**src/rtl/mem_arb_pkg.sv**
```systemverilog
// Shared types for the memory port arbiter.
//   state_e : arbiter FSM states
//   owner_e : which requester owns the port (fetch or data)
//   CNT_W   : width of the read-latency down-counter (MEM_LAT up to 15)
package mem_arb_pkg;

  typedef enum logic [1:0] {
    IDLE   = 2'd0,
    ACCESS = 2'd1,
    RESP   = 2'd2
  } state_e;

  typedef enum logic {
    OWN_IF = 1'b0,
    OWN_D  = 1'b1
  } owner_e;

  localparam int CNT_W = 4;

endpackage

```
**src/rtl/mem_arb_rr2.sv**
```systemverilog
// Two-way grant selection between the fetch and data requesters.
// Purely combinational.
//   if_req, d_req : pending requests
//   last_served   : owner of the last completed transaction (0 = fetch, 1 = data)
//   grant_valid   : at least one request is pending
//   grant_owner   : winner (0 = fetch, 1 = data)
// On a tie, DATA_PRIO != 0 always picks data; otherwise the requester not
// served last wins.
module mem_arb_rr2
  import mem_arb_pkg::*;
#(
  parameter int DATA_PRIO = 0
) (
  input  logic if_req,
  input  logic d_req,
  input  logic last_served,
  output logic grant_valid,
  output logic grant_owner
);

  always_comb begin
    grant_valid = if_req | d_req;
    grant_owner = OWN_IF;
    if (if_req && d_req) begin
      grant_owner = ((DATA_PRIO != 0) || (last_served == OWN_IF)) ? OWN_D : OWN_IF;
    end else if (d_req) begin
      grant_owner = OWN_D;
    end
  end

endmodule

```
**src/rtl/mem_port_arbiter.sv**
```systemverilog
// Shares one synchronous memory port between the instruction-fetch and the
// load/store requesters. Serialises the two, sequences the memory's fixed
// read latency and returns a one-cycle ack with registered read data.
//   CLK, RST                 : clock, async active-high reset
//   if_req/if_addr           : fetch request (held until if_ack)
//   if_ack/if_rdata          : fetch completion and data
//   d_req/d_we/d_addr/d_wdata: data request (held until d_ack)
//   d_ack/d_rdata            : data completion and load data
//   mem_addr/mem_wdata/mem_wr: registered memory port, write strobe
//   mem_rdata                : memory read data, valid MEM_LAT cycles after addr
//   busy                     : FSM not in IDLE
//   owner                    : owner of current/last transaction (0 fetch, 1 data)
module mem_port_arbiter
  import mem_arb_pkg::*;
#(
  parameter int ADDR_W    = 64,
  parameter int DATA_W    = 64,
  parameter int MEM_LAT   = 1,
  parameter int DATA_PRIO = 0
) (
  input  logic              CLK,
  input  logic              RST,
  input  logic              if_req,
  input  logic [ADDR_W-1:0] if_addr,
  output logic              if_ack,
  output logic [DATA_W-1:0] if_rdata,
  input  logic              d_req,
  input  logic              d_we,
  input  logic [ADDR_W-1:0] d_addr,
  input  logic [DATA_W-1:0] d_wdata,
  output logic              d_ack,
  output logic [DATA_W-1:0] d_rdata,
  output logic [ADDR_W-1:0] mem_addr,
  output logic [DATA_W-1:0] mem_wdata,
  output logic              mem_wr,
  input  logic [DATA_W-1:0] mem_rdata,
  output logic              busy,
  output logic              owner
);

  state_e           state, state_nxt;
  owner_e           own_r, last_served;
  logic             we_r;
  logic [CNT_W-1:0] cnt;
  logic             grant_valid, grant_owner;

  mem_arb_rr2 #(.DATA_PRIO(DATA_PRIO)) u_rr (
    .if_req      (if_req),
    .d_req       (d_req),
    .last_served (last_served),
    .grant_valid (grant_valid),
    .grant_owner (grant_owner)
  );

  always_ff @(posedge CLK or posedge RST) begin
    if (RST) state <= IDLE;
    else     state <= state_nxt;
  end

  // Acks and mem_wr decode straight from state so reset drops them at once.
  always_comb begin
    state_nxt = state;
    mem_wr    = 1'b0;
    if_ack    = 1'b0;
    d_ack     = 1'b0;
    case (state)
      IDLE:   if (grant_valid) state_nxt = ACCESS;
      ACCESS: begin
        mem_wr = we_r;
        // Writes complete in one cycle; reads wait for the counter.
        if (we_r || cnt == '0) state_nxt = RESP;
      end
      RESP: begin
        if_ack    = (own_r == OWN_IF);
        d_ack     = (own_r == OWN_D);
        state_nxt = IDLE;
      end
      default: state_nxt = IDLE;
    endcase
  end

  assign busy  = (state != IDLE);
  assign owner = own_r;

  always_ff @(posedge CLK or posedge RST) begin
    if (RST) begin
      mem_addr    <= '0;
      mem_wdata   <= '0;
      we_r        <= 1'b0;
      own_r       <= OWN_IF;
      last_served <= OWN_IF;
      cnt         <= '0;
      if_rdata    <= '0;
      d_rdata     <= '0;
    end else begin
      case (state)
        IDLE: if (grant_valid) begin
          own_r <= owner_e'(grant_owner);
          cnt   <= CNT_W'(MEM_LAT - 1);
          if (grant_owner == OWN_D) begin
            mem_addr  <= d_addr;
            mem_wdata <= d_wdata;
            we_r      <= d_we;
          end else begin
            // Fetch port has no write path; mem_wdata keeps its old value.
            mem_addr <= if_addr;
            we_r     <= 1'b0;
          end
        end
        ACCESS: if (!we_r) begin
          if (cnt == '0) begin
            if (own_r == OWN_D) d_rdata  <= mem_rdata;
            else                if_rdata <= mem_rdata;
          end else begin
            cnt <= cnt - CNT_W'(1);
          end
        end
        RESP: last_served <= own_r;
        default: ;
      endcase
    end
  end

  a_lat_legal:   assert property (@(posedge CLK) (MEM_LAT >= 1) && (MEM_LAT <= 15));
  a_no_if_store: assert property (@(posedge CLK) disable iff (RST) !(own_r == OWN_IF && we_r));
  a_one_ack:     assert property (@(posedge CLK) disable iff (RST) !(if_ack && d_ack));

endmodule

```
**config.mk**
```make
export PLATFORM = sky130hd
export DESIGN_NAME = mem_port_arbiter
export DESIGN_NICKNAME = d
export VERILOG_FILES = /design/src/rtl/mem_arb_pkg.sv /design/src/rtl/mem_arb_rr2.sv /design/src/rtl/mem_port_arbiter.sv
export SDC_FILE = /design/constraint.sdc
export NUM_CORES = 1
export LEC_CHECK = 0
export CORE_AREA = 2 2 205 207
export DETAILED_ROUTE_END_ITERATION = 10
export DIE_AREA = 0 0 207 209
export HOLD_SLACK_MARGIN = 0.02
export REMOVE_ABC_BUFFERS = 1
export SLEW_MARGIN = 20
export SYNTH_ARGS = -nofsm -noshare
export SYNTH_HDL_FRONTEND = slang
export SYNTH_SLANG_ARGS = --single-unit
```
**constraint.sdc**
```tcl
create_clock -name CLK -period 17.8 [get_ports CLK]
set_input_delay 3.56 -clock CLK [delete_from_list [all_inputs] [get_ports CLK]]
set_output_delay 3.56 -clock CLK [all_outputs]
set_load 0.1 [all_outputs]
```
### Yosys cells after proc, flatten, opt, wreduce, memory -nomap -nowiden

Index checks and enable logic that the tools add are counted.

| word-level totals | value |
|---|---|
| bits in registers | 265 |
| output and inout port bits | 261 |

| cells by class | value |
|---|---|
| $add $sub $neg | 1 |
| equal/unequal tests | 6 |
| mux-type cells | 15 |
| bitwise logic cells | 3 |
| reduce and logical (&&, ||, !) cells | 12 |

Operator list:

| cell | number |
|---|---|
| 64-bit 2-to-1 mux | 1 |
| 4-bit 2-to-1 mux | 3 |
| 4-bit AND reduction | 3 |
| 2-bit != test, second input constant | 4 |
| 4-bit case mux with 2 select lines | 1 |
| 1-bit 2-to-1 mux | 7 |
| 4-bit logical NOT | 1 |
| 2-bit 2-to-1 mux | 2 |
| 2-bit case mux with 2 select lines | 1 |
| 2-bit AND reduction | 2 |
| 2-bit nonzero test | 2 |
| 4-bit by 1-bit subtractor with 4-bit output, second input constant | 1 |
| 3-bit AND reduction | 1 |
| 2-bit by 1-bit equality test with 1-bit output, second input constant | 1 |
| 2-bit equality test, second input constant | 1 |
| 2-bit logical NOT | 1 |
| 1-bit inverter | 2 |
| 1-bit logical AND | 1 |
| 1-bit logical OR | 1 |
| 1-bit bitwise OR | 1 |

### Logic depth before layout (Yosys ltp)

| depth | value |
|---|---|
| word-level depth | 4 |
| gate-level depth with buffers | 7 |

### Modules after synthesis

From an unflattened synthesis, not the netlist that was laid out.

| unflattened totals | value |
|---|---|
| cell total of the unflattened synthesis | 734 |
| area total of the unflattened synthesis | 10,810.4 um^2 |

Modules (own cells, without submodules):

| module | times used | cells an instance | area each (um^2) | seq. area each (um^2) |
|---|---|---|---|---|
| mem_port_arbiter | 1 | 732 | 10,796.6 | 6,631.4 |
| mem_arb_rr2 | 1 | 2 | 13.8 | 0.0 |

### Least setup slack after synthesis

OpenSTA, ideal clock, no wires.

| path | value |
|---|---|
| path type | register to output |
| from | reg own_r, in the netlist owner |
| to | out d_ack |
| arrival time | 2.422 ns |
| required time | 14.240 ns |
| setup slack | 11.818 ns |
| stages on the path, launching flop included | 3 |
| cell sequence | dfrtp_1 -> inv_1 -> nor2_1 |

| on the way | value |
|---|---|
| longest elaborated chain between the ends | 1 |

Ends and longest elaborated chain:

| element | RTL line | text |
|---|---|---|
| start: declaration | mem_port_arbiter.sv:42 | `owner_e own_r, last_served;` |
| start signal: assignment | mem_port_arbiter.sv:98 | `own_r <= owner_e'(grant_owner);` |
| 1-bit 2-to-1 mux | mem_port_arbiter.sv:66 | `case (state)` |
| end: declaration | mem_port_arbiter.sv:31 | `output logic d_ack,` |

No other way between the ends.

### Worst setup path after layout

| path | value |
|---|---|
| from | reg state[0] |
| to | out d_ack |

| on the way | value |
|---|---|
| longest elaborated chain between the ends | 2 |

Ends and longest elaborated chain:

| element | RTL line | text |
|---|---|---|
| start: declaration | mem_port_arbiter.sv:41 | `state_e state, state_nxt;` |
| start signal: assignment | mem_port_arbiter.sv:57 | `else state <= state_nxt;` |
| 2-bit equality test | mem_port_arbiter.sv:66 |  |
| 1-bit 2-to-1 mux | mem_port_arbiter.sv:66 |  |

No other way between the ends.

==> results.sh <==
export IMPL_start_kind="flip-flop"
export IMPL_htreeDepth=1
export IMPL_grt_max_degree=120
export IMPL_cts_post_setup_buffers_inserted=0
export IMPL_setup_tns_final_ns=0
export IMPL_path_clk_slew_ns=0.06
export IMPL_fmax_mhz=165
export IMPL_cp_max_fo=4
export IMPL_detail_route_antenna_nets=0
export IMPL_cts_tree="yes"
export IMPL_period_minus_slack_ns=6.05
export IMPL_cp_data_required_time_ns=14.24
export IMPL_rows=75
export IMPL_antenna_found_initial=1
export IMPL_setup_violations_final=0
export IMPL_syn_area_um2=10500
export IMPL_clockBufferDepth=3
export IMPL_clock_sinks=265
export IMPL_async_flop_share_pct=100
export IMPL_post_cts_resized=0
export IMPL_drtPass1Iterations=4
export IMPL_status="completed"
export IMPL_fin_skew_ns=0.00943
export IMPL_drive_gt1_share_pct=19.8
export IMPL_yosysSeqAreaShare_pct=63.3
export IMPL_crit_type="flip-flop to output port"
export IMPL_maxSlewViolCount=0
export IMPL_rsz0062_at_grt="no"
export IMPL_grt_pass1_vias=8453
export IMPL_synth_seq_cells=265
export IMPL_layout_commonest_cell="clkdlybuf4s50_1"
export IMPL_max_cap_violations=0
export IMPL_hold_path_class="flip-flop to flip-flop"
export IMPL_fp_dieW_um=207
export IMPL_cp_arrival_ns=2.49
export IMPL_grt_pass1_wl_um=49600
export IMPL_routedWlPerCell_um=18.1
export IMPL_ioPinCount=522
export IMPL_cts_root_buf="clkbuf_16"
export IMPL_holdBufCountCts=0
export IMPL_finalHoldViolations=0
export IMPL_drt_initial_drc_count=262
export IMPL_avgSynthCellArea_um2=14.3
export IMPL_yosysWarnings=0
export IMPL_synth_largest_area_cell="dfrtp_1"
export IMPL_yosys_most_used_dff="dfrtp_1"
export IMPL_final_nets=1514
export IMPL_synth_edf_count=0
export IMPL_final_cell_mix="clkdlybuf4s50_1, dfrtp_1, mux2_2"
export IMPL_core_area_um2=41300
export IMPL_fin_crit_sh_pct=34.0
export IMPL_initial_utilization_pct=25.4
export IMPL_synth_top_area_share_pct=63.3
export IMPL_route_detailed_drc=0
export IMPL_routed_via_density=4.31
export IMPL_finalWirelength_um=32600
export IMPL_dieArea_um2=43300
export IMPL_die_height_um=209
export IMPL_synth_cell_types=28
export IMPL_syn2layout_area_growth_pct=64.1
export IMPL_worstMarginPinSlew_ns=1.07
export IMPL_vias=7784
export IMPL_n_antenna_cell=0
export IMPL_slew_headroom_pct=28.2
export IMPL_gp_congestion=0.787
export IMPL_synth_cells=732
export IMPL_synthTopCellsByArea="dfrtp_1, mux2_2, mux2i_1"
export IMPL_grtUsageTotal_pct=14.5
export IMPL_cts_made_buffers=31
export IMPL_cp_end_kind="output port"
export IMPL_dpl_hpwl_um=24000
export IMPL_clk_insertion_delay_late_ns=0.56
export IMPL_port_buffers=521
export IMPL_grt_overflow=0
routing by layer:
layer / part of all wire [%] / routed length, um / global-route usage [%]
met3: 7.9 / 2590 / 4.57
met1: 41 / 13200 / 17.5
met5: 0.040 / 13 / 0
met4: 2.8 / 901 / 4.78
met2: 49 / 15900 / 24.5
cells by family after synthesis:
group	after synthesis	share of synthesized area (%)
AND/OR/NAND/NOR	89	3.64
buffers and inverters	48	2.39
multiplexers	257	26.9
adder cells (fa/ha/maj)	1	0.119
AO/OA/AOI/OAI	72	3.67
flip-flops	265	63.3
final cells by class:
cell class,count,area [um^2]
fill,3941,24100
sequential,265,6630
timing repair buffer,529,5300
multi-input combinational,419,3620
clock buffer,40,830
tap,539,674
clock inverter,9,98.8
inverter,6,30.0
path summary, 6_finish.rpt:
check	cells after the start	slack, ns	from	end
max	3	11.75	state[0]	d_ack
max reg2reg	6	15.28	cnt[0]	if_rdata[21]
min	2	0.48	mem_addr[36]	mem_addr[36]
min in group asynchronous	2	3.55	RST	mem_wdata[38]
min reg2reg	2	0.48	mem_addr[36]	mem_addr[36]
max in group asynchronous	4	12.31	RST	mem_addr[54]
synthesized netlist by cell type, types with 2 or more instances:
master	n
dfrtp_1	265
mux2_2	192
nand2_1	66
mux2i_1	65
o21ai_0	65
buf_2	23
buf_4	11
nor2_1	9
clkbuf_1	8
inv_1	6
nand3_1	4
nand2b_1	2
sequential cells by signal, summed over array words and instances, names as in the netlist:
signal,flops
owner,1
if_rdata,64
state,2
d_rdata,64
mem_wdata,64
we_r,1
last_served,1
mem_addr,64
cnt,4
per-stage QoR:
step	util, %	std cells	hold slack [ns]	worst slack (ns)	instance area (um^2)
after floorplan	-	690	0.450	6.02	10200
after global placement	39.3	1757	0.460	11.09	16200
after detailed placement	39.3	1757	0.470	11.12	16200
after CTS	41.6	1806	0.483	11.68	17200
after global routing	41.6	1807	0.502	11.63	17200
final	41.6	1807	0.476	11.75	17200
worst max-delay path, stage by stage (launching register included):
cell,delay [ns]
dfrtp_1,0.42
nand2b_1,0.19
nor2_1,0.14
clkdlybuf4s50_1,1.18
Power is left out: the tool's default activity adds up to more than one toggle a clock period on the data nets, which glitch-free logic cannot reach.
